### config.mk
export PLATFORM = sky130hd
export DESIGN_NAME = mux_rr_arbiter
export DESIGN_NICKNAME = d
export VERILOG_FILES = /design/src/rtl/mux_arb_pkg.sv /design/src/rtl/mux_rr_pick.sv /design/src/rtl/mux_rr_arbiter.sv
export SDC_FILE = /design/constraint.sdc
export NUM_CORES = 1
export LEC_CHECK = 0
export BUFFER_PORTS_ARGS = -buffer_cell sky130_fd_sc_hd__clkbuf_2
export CAP_MARGIN = 0
export CORE_MARGIN = 8
export CORE_UTILIZATION = 54
export CTS_CLUSTER_DIAMETER = 30
export CTS_CLUSTER_SIZE = 20
export DETAILED_ROUTE_END_ITERATION = 10
export GPL_ROUTABILITY_DRIVEN = 1
export PLACE_DENSITY = 0.82
export SLEW_MARGIN = 20
export SYNTH_ARGS = -nofsm -noshare
export SYNTH_HDL_FRONTEND = slang
export SYNTH_SLANG_ARGS = --single-unit
### constraint.sdc
create_clock -name clk -period 3.6 [get_ports clk]
set_input_delay 0.18 -clock clk [delete_from_list [all_inputs] [get_ports clk]]
set_output_delay 0.18 -clock clk [all_outputs]
set_load 0.05 [all_outputs]
### src/rtl/mux_arb_pkg.sv
// mux_arb_pkg: shared sizes, state encoding and vector types for the round-robin mux arbiter
package mux_arb_pkg;
  localparam int N_REQ = 4;
  localparam int SEL_W = 2;
  typedef enum logic {IDLE, GRANT} arb_state_e;
  typedef logic [N_REQ-1:0] req_vec_t;
  typedef logic [SEL_W-1:0] sel_t;
endpackage

### src/rtl/mux_rr_pick.sv
// mux_rr_pick: rotating priority pick, searching start_i+1, start_i+2, ... and start_i itself last
//  req_i    in  requests to choose from
//  start_i  in  index of lowest-priority requester
//  found_o  out any request set
//  idx_o    out chosen index
//  onehot_o out chosen index as one-hot, 0 when nothing found
module mux_rr_pick
  import mux_arb_pkg::*;
(
  input  req_vec_t req_i,
  input  sel_t     start_i,
  output logic     found_o,
  output sel_t     idx_o,
  output req_vec_t onehot_o
);
  // Walk from lowest to highest priority so the highest-priority hit is written last.
  always_comb begin
    found_o = 1'b0;
    idx_o = start_i;
    for (int k = N_REQ; k >= 1; k--)
      if (req_i[sel_t'(start_i + sel_t'(k))]) begin
        found_o = 1'b1;
        idx_o = sel_t'(start_i + sel_t'(k));
      end
    onehot_o = found_o ? req_vec_t'(1) << idx_o : '0;
  end
endmodule

### src/rtl/mux_rr_arbiter.sv
// mux_rr_arbiter: round-robin arbiter driving a 4:1 bit mux with a valid/ready output register
//  clk, rst            clock, synchronous active-high reset
//  req_i, data_i       request levels and mux data inputs per requester
//  gnt_o, sel_o        one-hot grant and mux select
//  acc_o               pulse: granted requester's beat captured this cycle
//  out_valid_o/out_ready_i/out_data_o/out_src_o  output beat handshake
//  lock_i              present only with MUX_ARB_LOCK_EN; suppresses HOLD_MAX rotation for the granted requester
module mux_rr_arbiter
  import mux_arb_pkg::*;
#(
  parameter int HOLD_MAX = 4
) (
  input  logic     clk,
  input  logic     rst,
  input  req_vec_t req_i,
  input  req_vec_t data_i,
`ifdef MUX_ARB_LOCK_EN
  input  req_vec_t lock_i,
`endif
  output req_vec_t gnt_o,
  output sel_t     sel_o,
  output req_vec_t acc_o,
  output logic     out_valid_o,
  input  logic     out_ready_i,
  output logic     out_data_o,
  output sel_t     out_src_o
);
  localparam int CW = $clog2(HOLD_MAX + 1);
  typedef logic [CW-1:0] cnt_t;
  arb_state_e state_q;
  req_vec_t   gnt_q;
  sel_t       sel_q, ptr_q, src_q;
  cnt_t       cnt_q;
  logic       valid_q, data_q;
  logic       granted, cap, lock_g, last, end_g, found;
  sel_t       pick_idx;
  req_vec_t   pick_oh;
  always_comb begin
    granted = state_q == GRANT;
    cap = granted && req_i[sel_q] && (!valid_q || out_ready_i);
`ifdef MUX_ARB_LOCK_EN
    lock_g = lock_i[sel_q];
`else
    lock_g = 1'b0;
`endif
    last = cnt_q == cnt_t'(HOLD_MAX - 1);
    end_g = granted && (!req_i[sel_q] || (cap && last && !lock_g));
  end
  // The granted index is the lowest-priority slot at end of grant; from IDLE the pointer is.
  mux_rr_pick u_pick (
    .req_i    (req_i),
    .start_i  (granted ? sel_q : ptr_q),
    .found_o  (found),
    .idx_o    (pick_idx),
    .onehot_o (pick_oh)
  );
  always_ff @(posedge clk) begin
    if (rst) begin
      state_q <= IDLE;
      gnt_q <= '0;
      sel_q <= '0;
      ptr_q <= sel_t'(N_REQ - 1);
      cnt_q <= '0;
      valid_q <= 1'b0;
      data_q <= 1'b0;
      src_q <= '0;
    end else begin
      if (cap) begin
        valid_q <= 1'b1;
        data_q <= data_i[sel_q];
        src_q <= sel_q;
      end else if (out_ready_i) valid_q <= 1'b0;
      if (!granted) begin
        if (found) begin
          state_q <= GRANT;
          gnt_q <= pick_oh;
          sel_q <= pick_idx;
          cnt_q <= '0;
        end
      end else if (end_g) begin
        ptr_q <= sel_q;
        cnt_q <= '0;
        gnt_q <= pick_oh;
        sel_q <= found ? pick_idx : sel_q;
        state_q <= found ? GRANT : IDLE;
      end else if (cap && !(lock_g && last)) cnt_q <= cnt_q + cnt_t'(1);
    end
  end
  assign gnt_o = gnt_q;
  assign sel_o = sel_q;
  assign acc_o = cap ? gnt_q : '0;
  assign out_valid_o = valid_q;
  assign out_data_o = data_q;
  assign out_src_o = src_q;
endmodule

==> results.toml, run 1 <==
[yosys]
yosysWarnings = 0
syn_area_sq_um = 913.4
ys_seq_elements = 16
synth.most_common_cell = "dfxtp_1"
syn_avg_cell_area_sq_um = 9.614
netlist.area_leader.share_pct = 35.07
synth_xor_area_share_pct = 0
synthDistinctLibCells = 39
ys_seq_area_share_pct = 35.07
ys.flop_type = "dfxtp_1"
synth_compound_area_share_pct = 20.00
synth_top_family_by_area = "simple AND/OR/NAND/NOR gates"
syn_inst = 95
synthSimpleGateAreaFrac_pct = 22.60
synthMuxAreaShare_pct = 14.38
syn_nets = 108
synth_area_leaders = "dfxtp_1, mux2i_1, mux2_4, nor2_1, and2_1"
yosys.area.top_type = "dfxtp_1"
synth_edf_count = 0
async_reset_ff_share_pct = 0
yosys-top-cells-count = "dfxtp_1, nor2_1, and2_1"
yosys.area_share.adder_pct = 2.740

[timing]
rsz0062_at_grt = "false"
setup_viol = 0
max_clock_freq_mhz = 438.7
period_needed_ns = 2.280
setup_tns_ns = 0
finClkSkew_ns = 0.001764
finalMaxSlewViolations = 0
hold_violations = 0
fin_crit_sh_pct = 63.32
tightest_slew_ns = 0.7795
slew_headroom_pct = 47.55

[finish]
syn_to_final_growth_pct = 13.97
drive_above_1_share_pct = 31.62
final_core_util_pct = 63.03
final_nets = 132
final_area_sq_mm = 0.001041
diodes = 0

[global_routing]
grt_pass1_wl_mm = 3.491
antenna_found_initial = 0
overflow = 0
grt_max_degree = 16
track_usage_pct = 13.18
grt_pass1_vias = 821

[floorplan]
io_pins = 25
initial_core_util_pct = 55.30
die_h_um = 57.13
die-area_sq_mm = 0.003263
core_area_sq_mm = 0.001652
rows = 15
chipWidth_um = 57.13

[min_path]
hp-start = "req_i[0]"
holdCritPathClass = "in -> reg"
holdPathEnd = "granted"
min_path_cells = 3

[setup_path]
crit_fanout = 8
end_kind = "output pin"
reg2regPathDepth = 5
rr_endpoint = "gnt_o[0]"
regToRegSetupSlack_ns = 1.76
crit_arrival_ns = 2.10
worstSetupPathType = "reg -> out"
crit_required_ns = 3.42
worstSetupStartpointType = "flip-flop"
reg2reg_from = "sel_o[1]"

[placement]
dpl_cell_area_sq_mm = 0.001018
hpwl_mm = 1.624
io_buffers = 24
place.gp.congestion = 0.8234

[drt]
drtIter0Drc = 9
vias = 778
route.detailed.drc = 0
routedWlPerCell_um = 15.56
wl_mm = 2.085
ant_nets = 0
first_pass_iters = 5
vias_per_cell = 5.806

[flow_run]
maxCapViolCount = 0

[clocking]
clk_pin_slew_ns = 0.09
cts_max_level = 1
cts_resized = 0
ctsHoldBuffers = 0
cts_made_buffers = 3
clock_sinks = 16
post-cts-setup-buffer-count = 0
clk_latency_ns = 0.28
clock_path_buffers = 2
cts_tree = "built"
cts_root_buf = "clkbuf_4"

[power]
power_leakage_nw = 0.4721
powerDensity_mw_per_mm2 = 508.3
ir_drop_uv = 288.8

[outcome]
status = "completed"
-- worst max-delay path, cell delays in order (launching register included) --
cell	delay, ns
dfxtp_1	0.54
mux2_4	0.25
a22oi_4	0.09
nor2b_1	0.44
and2_1	0.21
clkbuf_2	0.27
-- cell families (layout without fill, tap and decap cells) --
| group | count (synthesis) | count (layout) |
|---|---|---|
| AOI/OAI and AO/OA | 22 | 22 |
| adders and majority gates | 2 | 2 |
| buffers and inverters | 8 | 30 |
| DFF | 16 | 16 |
| muxes | 10 | 10 |
| and+or+nand+nor | 37 | 37 |
-- through the flow --
| stage | setup WS [ns] | power, mW | hold slack [ns] | std cells |
|---|---|---|---|---|
| after CTS | 1.300 | 0.5347 | 0.2154 | 134 |
| after global routing | 1.161 | 0.5589 | 0.2272 | 134 |
| after detailed placement | 1.640 | 0.4411 | 0.4465 | 131 |
| after global placement | 1.671 | 0.4336 | 0.4413 | 131 |
| after floorplan | 1.533 | 0.4004 | 0.2744 | 95 |
| final | 1.320 | 0.5292 | 0.2297 | 134 |
-- placed cells by master, fill, tap and decap left out --
master / count
o21ai_1: 1
o21a_1: 1
and3_1: 1
nand2_1: 4
o21ai_0: 1
a21oi_1: 4
o21ba_1: 1
mux2_4: 3
nor4_1: 1
o2bb2ai_1: 1
nand3b_1: 2
a21oi_2: 1
nor4_4: 1
mux4_2: 1
a22o_1: 2
clkbuf_4: 3
nor2_1: 11
nor2b_1: 2
a211oi_1: 2
mux2i_2: 1
ha_1: 2
a211o_1: 1
nor3_1: 1
o22ai_1: 1
mux2i_1: 5
a211oi_2: 1
inv_1: 3
clkbuf_2: 24
nand2b_1: 3
a22oi_4: 1
nor2_2: 1
nand3_1: 3
o22a_1: 1
and2_0: 1
dfxtp_1: 16
a32o_1: 2
and2_1: 6
a21o_1: 1
-- how the worst max path moves through the flow --
stage | end | from
floorplan | acc_o[0] | sel_o[1]
global placement | acc_o[3] | sel_o[0]
detailed placement | acc_o[1] | sel_o[0]
CTS | acc_o[1] | sel_o[1]
global route | acc_o[3] | granted
finish | acc_o[1] | sel_o[1]
-- registers in the layout, summed over array words and instances (netlist names) --
register,cells
out_src_o,2
gnt_o,4
sel_o,2
cnt_q,3
granted,1
out_data_o,1
out_valid_o,1
ptr_q,2
-- per-layer routing --
metal	GRT usage, %	share of wire, %	vias up
met2	23.26	51	18
li1	-	-	387
met1	12.69	41	367
met4	8.725	2.9	0
met5	0	0	-
met3	4.213	5.0	6
-- layout make-up --
cell class / count / area [sq um]
repair buffers: 24 / 120.1
flip-flops and latches: 16 / 320.3
multi-input cells: 71 / 545.5
well taps: 17 / 21.27
fillers: 155 / 610.6
inverters: 3 / 11.26
clock buffers: 3 / 22.52
-- power breakdown --
group          leakage [nW]  switching, mW  internal, mW  total [mW]
sequential            0.131         0.0249         0.198       0.223
combinational         0.327          0.138        0.0754       0.214
clock                0.0138         0.0534        0.0389      0.0923
total                 0.472          0.216         0.313       0.529
Note: power is estimated with default switching activity, not from simulation.
==> run 2, diff against run 1 <==
CORE_UTILIZATION = 45   (was 54)
PLACE_DENSITY = 0.73   (was 0.82)
clock period = 2 ns   (was 3.6 ns; I/O delays follow)
==> results.toml, run 2 (synthesis gave the netlist of run 1 again) <==
[drt]
vias_per_cell = 5.358
drtIter0Drc = 11
routedWlPerCell_um = 13.86
wl_mm = 2.052
route.detailed.drc = 0
ant_nets = 0
first_pass_iters = 4
vias = 793

[clocking]
cts_made_buffers = 3
post-cts-setup-buffer-count = 0
clock_path_buffers = 2
clk_latency_ns = 0.28
clock_sinks = 16
cts_root_buf = "clkbuf_4"
clk_pin_slew_ns = 0.09
cts_tree = "built"
cts_max_level = 1

[placement]
hpwl_mm = 1.651
dp.cells = 145
place_ws_ns = 0.2872
place.gp.congestion = 0.8465
dpl_cell_area_sq_mm = 0.001061
io_buffers = 24

[global_routing]
overflow = 0
grt_max_degree = 16
grt_pass1_wl_mm = 3.443
grt_pass1_vias = 832
antenna_found_initial = 0
track_usage_pct = 11.82

[setup_path]
worstSetupStartpointType = "flip-flop"
cp_cell_sequence = "mux2_4 > a22oi_4 > nor2b_2 > and2_1 > clkbuf_2"
crit_fanout = 6
crit_required_ns = 1.90
crit_path_top_delay_cell = "dfxtp_1"
worstSetupPathType = "reg -> out"
end_kind = "output pin"
crit_arrival_ns = 1.78
max_stage_delay_ns = 0.41

[timing]
hold_violations = 0
setup_tns_ns = 0
tightest_slew_ns = 0.3508
max_clock_freq_mhz = 531.2
setup_slack_ns = 0.1174
fin_crit_sh_pct = 94.13
setup_viol = 0
rsz0062_at_grt = "false"
finClkSkew_ns = 0.004978
slew_headroom_pct = 76.59
period_needed_ns = 1.883
whs_ns = 0.2162
finalMaxSlewViolations = 0

[flow_run]
maxCapViolCount = 0

[finish]
syn_to_final_growth_pct = 19.04
final_nets = 136
final_area_sq_mm = 0.001087
layout.area.seq_sq_um = 321.6
num-fill-cells = 189
mostFrequentLayoutCells = "clkbuf_2, dfxtp_1, nor2_1"
finalNonFillerCells = 148
drive_above_1_share_pct = 35.54
final_core_util_pct = 55.99
largest_reg_flops = 4
mostFrequentLayoutCell = "clkbuf_2"
multi_input_area_sq_um = 548.0
diodes = 0

[floorplan]
rows = 16
initial_core_util_pct = 47.04
core_area_sq_mm = 0.001942
chipWidth_um = 61.05
die_h_um = 61.05
io_pins = 25
die-area_sq_mm = 0.003727

[outcome]
status = "completed"

[min_path]
holdCritPathClass = "in -> reg"

[power]
finalPower_mw = 0.9660
powerDensity_mw_per_mm2 = 888.4
power_leakage_nw = 0.4949
ir_drop_uv = 510.6
run 2: routing by layer:
layer  up-vias  global-route usage, %  routed length (um)  share of wire (%)
li1        397                      -                   -                  -
met1       374                  13.75                 919                 45
met2        20                  20.45                1023                 50
met3         2                  3.132                  99                4.8
met4         0                  3.654                  10               0.49
met5         -                      0                   0                  0
run 2: critical path: cells and delay by family, from the launching register on:
kind / cells / cell delay [ns]
DFF: 1 / 0.41
muxes: 1 / 0.34
AOI/OAI and AO/OA: 1 / 0.26
and+or+nand+nor: 2 / 0.26
buffers and inverters: 1 / 0.23
run 2: cell type report:
cell class / count / area share [%]
Timing Repair Buffer: 28 / 13.81
Inverter: 3 / 1.036
Clock buffer: 3 / 2.071
Tap cell: 27 / 3.107
Multi-Input combinational cell: 71 / 50.40
Sequential cell: 16 / 29.57
run 2: final timing paths:
kind,start,endpoint,slack [ns],depth (start not counted)
worst max register to register,sel_o[1],gnt_o[1],0.30,5
worst min-delay path,rst,cnt_q[2],0.22,2
worst max-delay path,sel_o[1],acc_o[3],0.12,5
worst min register to register,cnt_q[1],cnt_q[1],0.46,2
run 2: what timing repair did:
action / 4_1_cts / 5_1_grt
setup endpoints to repair: 0 / 4
hold buffers: 0 / 0
gates resized for setup: 0 / 2
hold endpoints to repair: 0 / 0
run 2: power by group:
group / internal [mW] / leakage (nW) / switching [mW]
logic: 0.151 / 0.350 / 0.262
registers: 0.357 / 0.131 / 0.0341
clock network: 0.0697 / 0.0138 / 0.0919
==> run 3, diff against run 2 <==
--- a/config.mk
+++ b/config.mk
@@ -9,3 +9,3 @@
 export CAP_MARGIN = 0
-export CORE_MARGIN = 8
+export CORE_MARGIN = 2
 export CORE_UTILIZATION = 45
==> constraint.sdc (replaced) <==
create_clock -name clk -period 2 [get_ports clk]
set_input_delay 0 -clock clk [delete_from_list [all_inputs] [get_ports clk]]
set_output_delay 0 -clock clk [all_outputs]
set_load 0.1 [all_outputs]
==> results.toml, run 3 (synthesis gave the netlist of run 1 again) <==
[outcome]
status = "completed"

[clocking]
ctsHoldBuffers = 0
cts_max_level = 1
clock_path_buffers = 2
clk_latency_ns = 0.30
clock_sinks = 16
clk_pin_slew_ns = 0.10
cts_tree = "built"
cts_made_buffers = 3
post-cts-setup-buffer-count = 0
cts_root_buf = "clkbuf_4"

[power]
p_sw_share_pct = 45.84
power_frac_seq_pct = 35.0
powerDensity_mw_per_mm2 = 999.3
intPower_mw = 0.6257
combPwrFrac_pct = 45.6
ir_drop_uv = 565.9
finalPower_mw = 1.155
p_clk_share_pct = 19.4
switchingPower_mw = 0.5296
power_leakage_nw = 0.5103

[timing]
hold_violations = 0
slew_headroom_pct = 63.02
period_needed_ns = 1.803
tightest_slew_ns = 0.5570
setup_tns_ns = 0
rsz0062_at_grt = "false"
max_clock_freq_mhz = 554.7
finalMaxSlewViolations = 0
fin_crit_sh_pct = 90.14
finClkSkew_ns = 0.002117
setup_viol = 0

[floorplan]
die_h_um = 49.05
io_pins = 25
initial_core_util_pct = 47.04
die-area_sq_mm = 0.002406
rows = 16
chipWidth_um = 49.05
core_area_sq_mm = 0.001942

[setup_path]
crit_cells = 5
crit_buf_inv = 1
crit_fanout = 8
max_stage_delay_ns = 0.52
crit_required_ns = 2.00
crit_path_top_delay_cell = "dfxtp_1"
crit_arrival_ns = 1.80
cp_cell_sequence = "nor2b_1 > a22oi_4 > nor2b_2 > and2_2 > buf_12"
worstSetupPathType = "reg -> out"
end_kind = "output pin"
cp_top_family = "simple AND/OR/NAND/NOR gates"
worstSetupStartpointType = "flip-flop"
reg2regPathDepth = 5

[finish]
diodes = 0
num-fill-cells = 186
layout.area.seq_sq_um = 326.6
multi_input_area_sq_um = 553.0
finalNonFillerCells = 147
drive_above_1_share_pct = 40.00
final_core_util_pct = 59.54
mostFrequentLayoutCells = "clkbuf_2, dfxtp_1, nor2_1"
mostFrequentLayoutCell = "clkbuf_2"
syn_to_final_growth_pct = 26.58
largest_reg_flops = 4
final_nets = 134

[global_routing]
grt_pass1_wl_mm = 3.622
overflow = 0
track_usage_pct = 19.50
grt_max_degree = 16
grt_pass1_vias = 800
antenna_found_initial = 0

[drt]
drtIter0Drc = 8
ant_nets = 0
wl_mm = 2.014
vias = 784
first_pass_iters = 4
routedWlPerCell_um = 13.70
vias_per_cell = 5.333
route.detailed.drc = 0

[placement]
place.gp.congestion = 0.7828
dp.cells = 143
hpwl_mm = 1.568
io_buffers = 24

[min_path]
min_path_cells = 3
holdCritPathClass = "in -> reg"

[flow_run]
maxCapViolCount = 0
## run 3: changes by cell type in the layout (fill, tap and decap cells not counted), sizes merged
cell | before | now
clkbuf | 27 | 24
buf | 4 | 6
## run 3: power by group through the flow
stage          sequential, mW  combinational, mW  clock, mW
2_1_floorplan           0.593              0.254          0
3_3_place_gp            0.409              0.519          0
3_5_place_dp            0.412              0.525          0
4_1_cts                 0.405              0.528      0.227
5_1_grt                 0.413              0.557      0.238
6_report                0.405              0.527      0.224
## run 3: timing repair
action                                 4_1_cts  5_1_grt
endpoints found under the hold margin        0        0
gates resized for setup                      0        1
setup endpoints to repair                    0        4
## run 3: worst paths after layout
| check | startpoint | slack (ns) | end |
|---|---|---|---|
| setup reg to reg | granted | 0.23 | gnt_o[1] |
| hold reg to reg | cnt_q[2] | 0.46 | cnt_q[2] |
| setup / recovery | granted | 0.20 | acc_o[1] |
| hold / removal | out_ready_i | 0.07 | out_valid_o |
## run 3: routing by layer
layer  global-route usage, %  routed length [um]  share of wire [%]
met5                       0                   0                  0
met4                   9.048                  43                2.1
met3                   4.908                 106                5.3
met2                   31.05                 971                 48
met1                   24.76                 893                 44
## run 3: layout make-up
class | instances | share of cell area (%)
multi-input cells | 71 | 47.84
inverters | 3 | 0.9740
well taps | 27 | 2.922
flip-flops and latches | 16 | 28.25
repair buffers | 26 | 16.88
clock buffers | 4 | 3.139
## run 3: through the flow
stage	hold slack [ns]	cell area, sq um	setup WS, ns
2_1_floorplan	0.09436	924.6	0.05304
3_3_place_gp	0.3803	1117	0.3055
3_5_place_dp	0.3881	1117	0.2238
4_1_cts	0.06284	1154	0.06295
5_1_grt	0.1046	1156	0.1076
6_report	0.06807	1156	0.1973
## run 3: worst reg2reg max path, stage by stage (launching register included)
cell     delay, ns
dfxtp_1       0.52
mux2_4        0.38
and2_0        0.15
o21ai_0       0.23
nand3_1       0.15
a32o_1        0.24
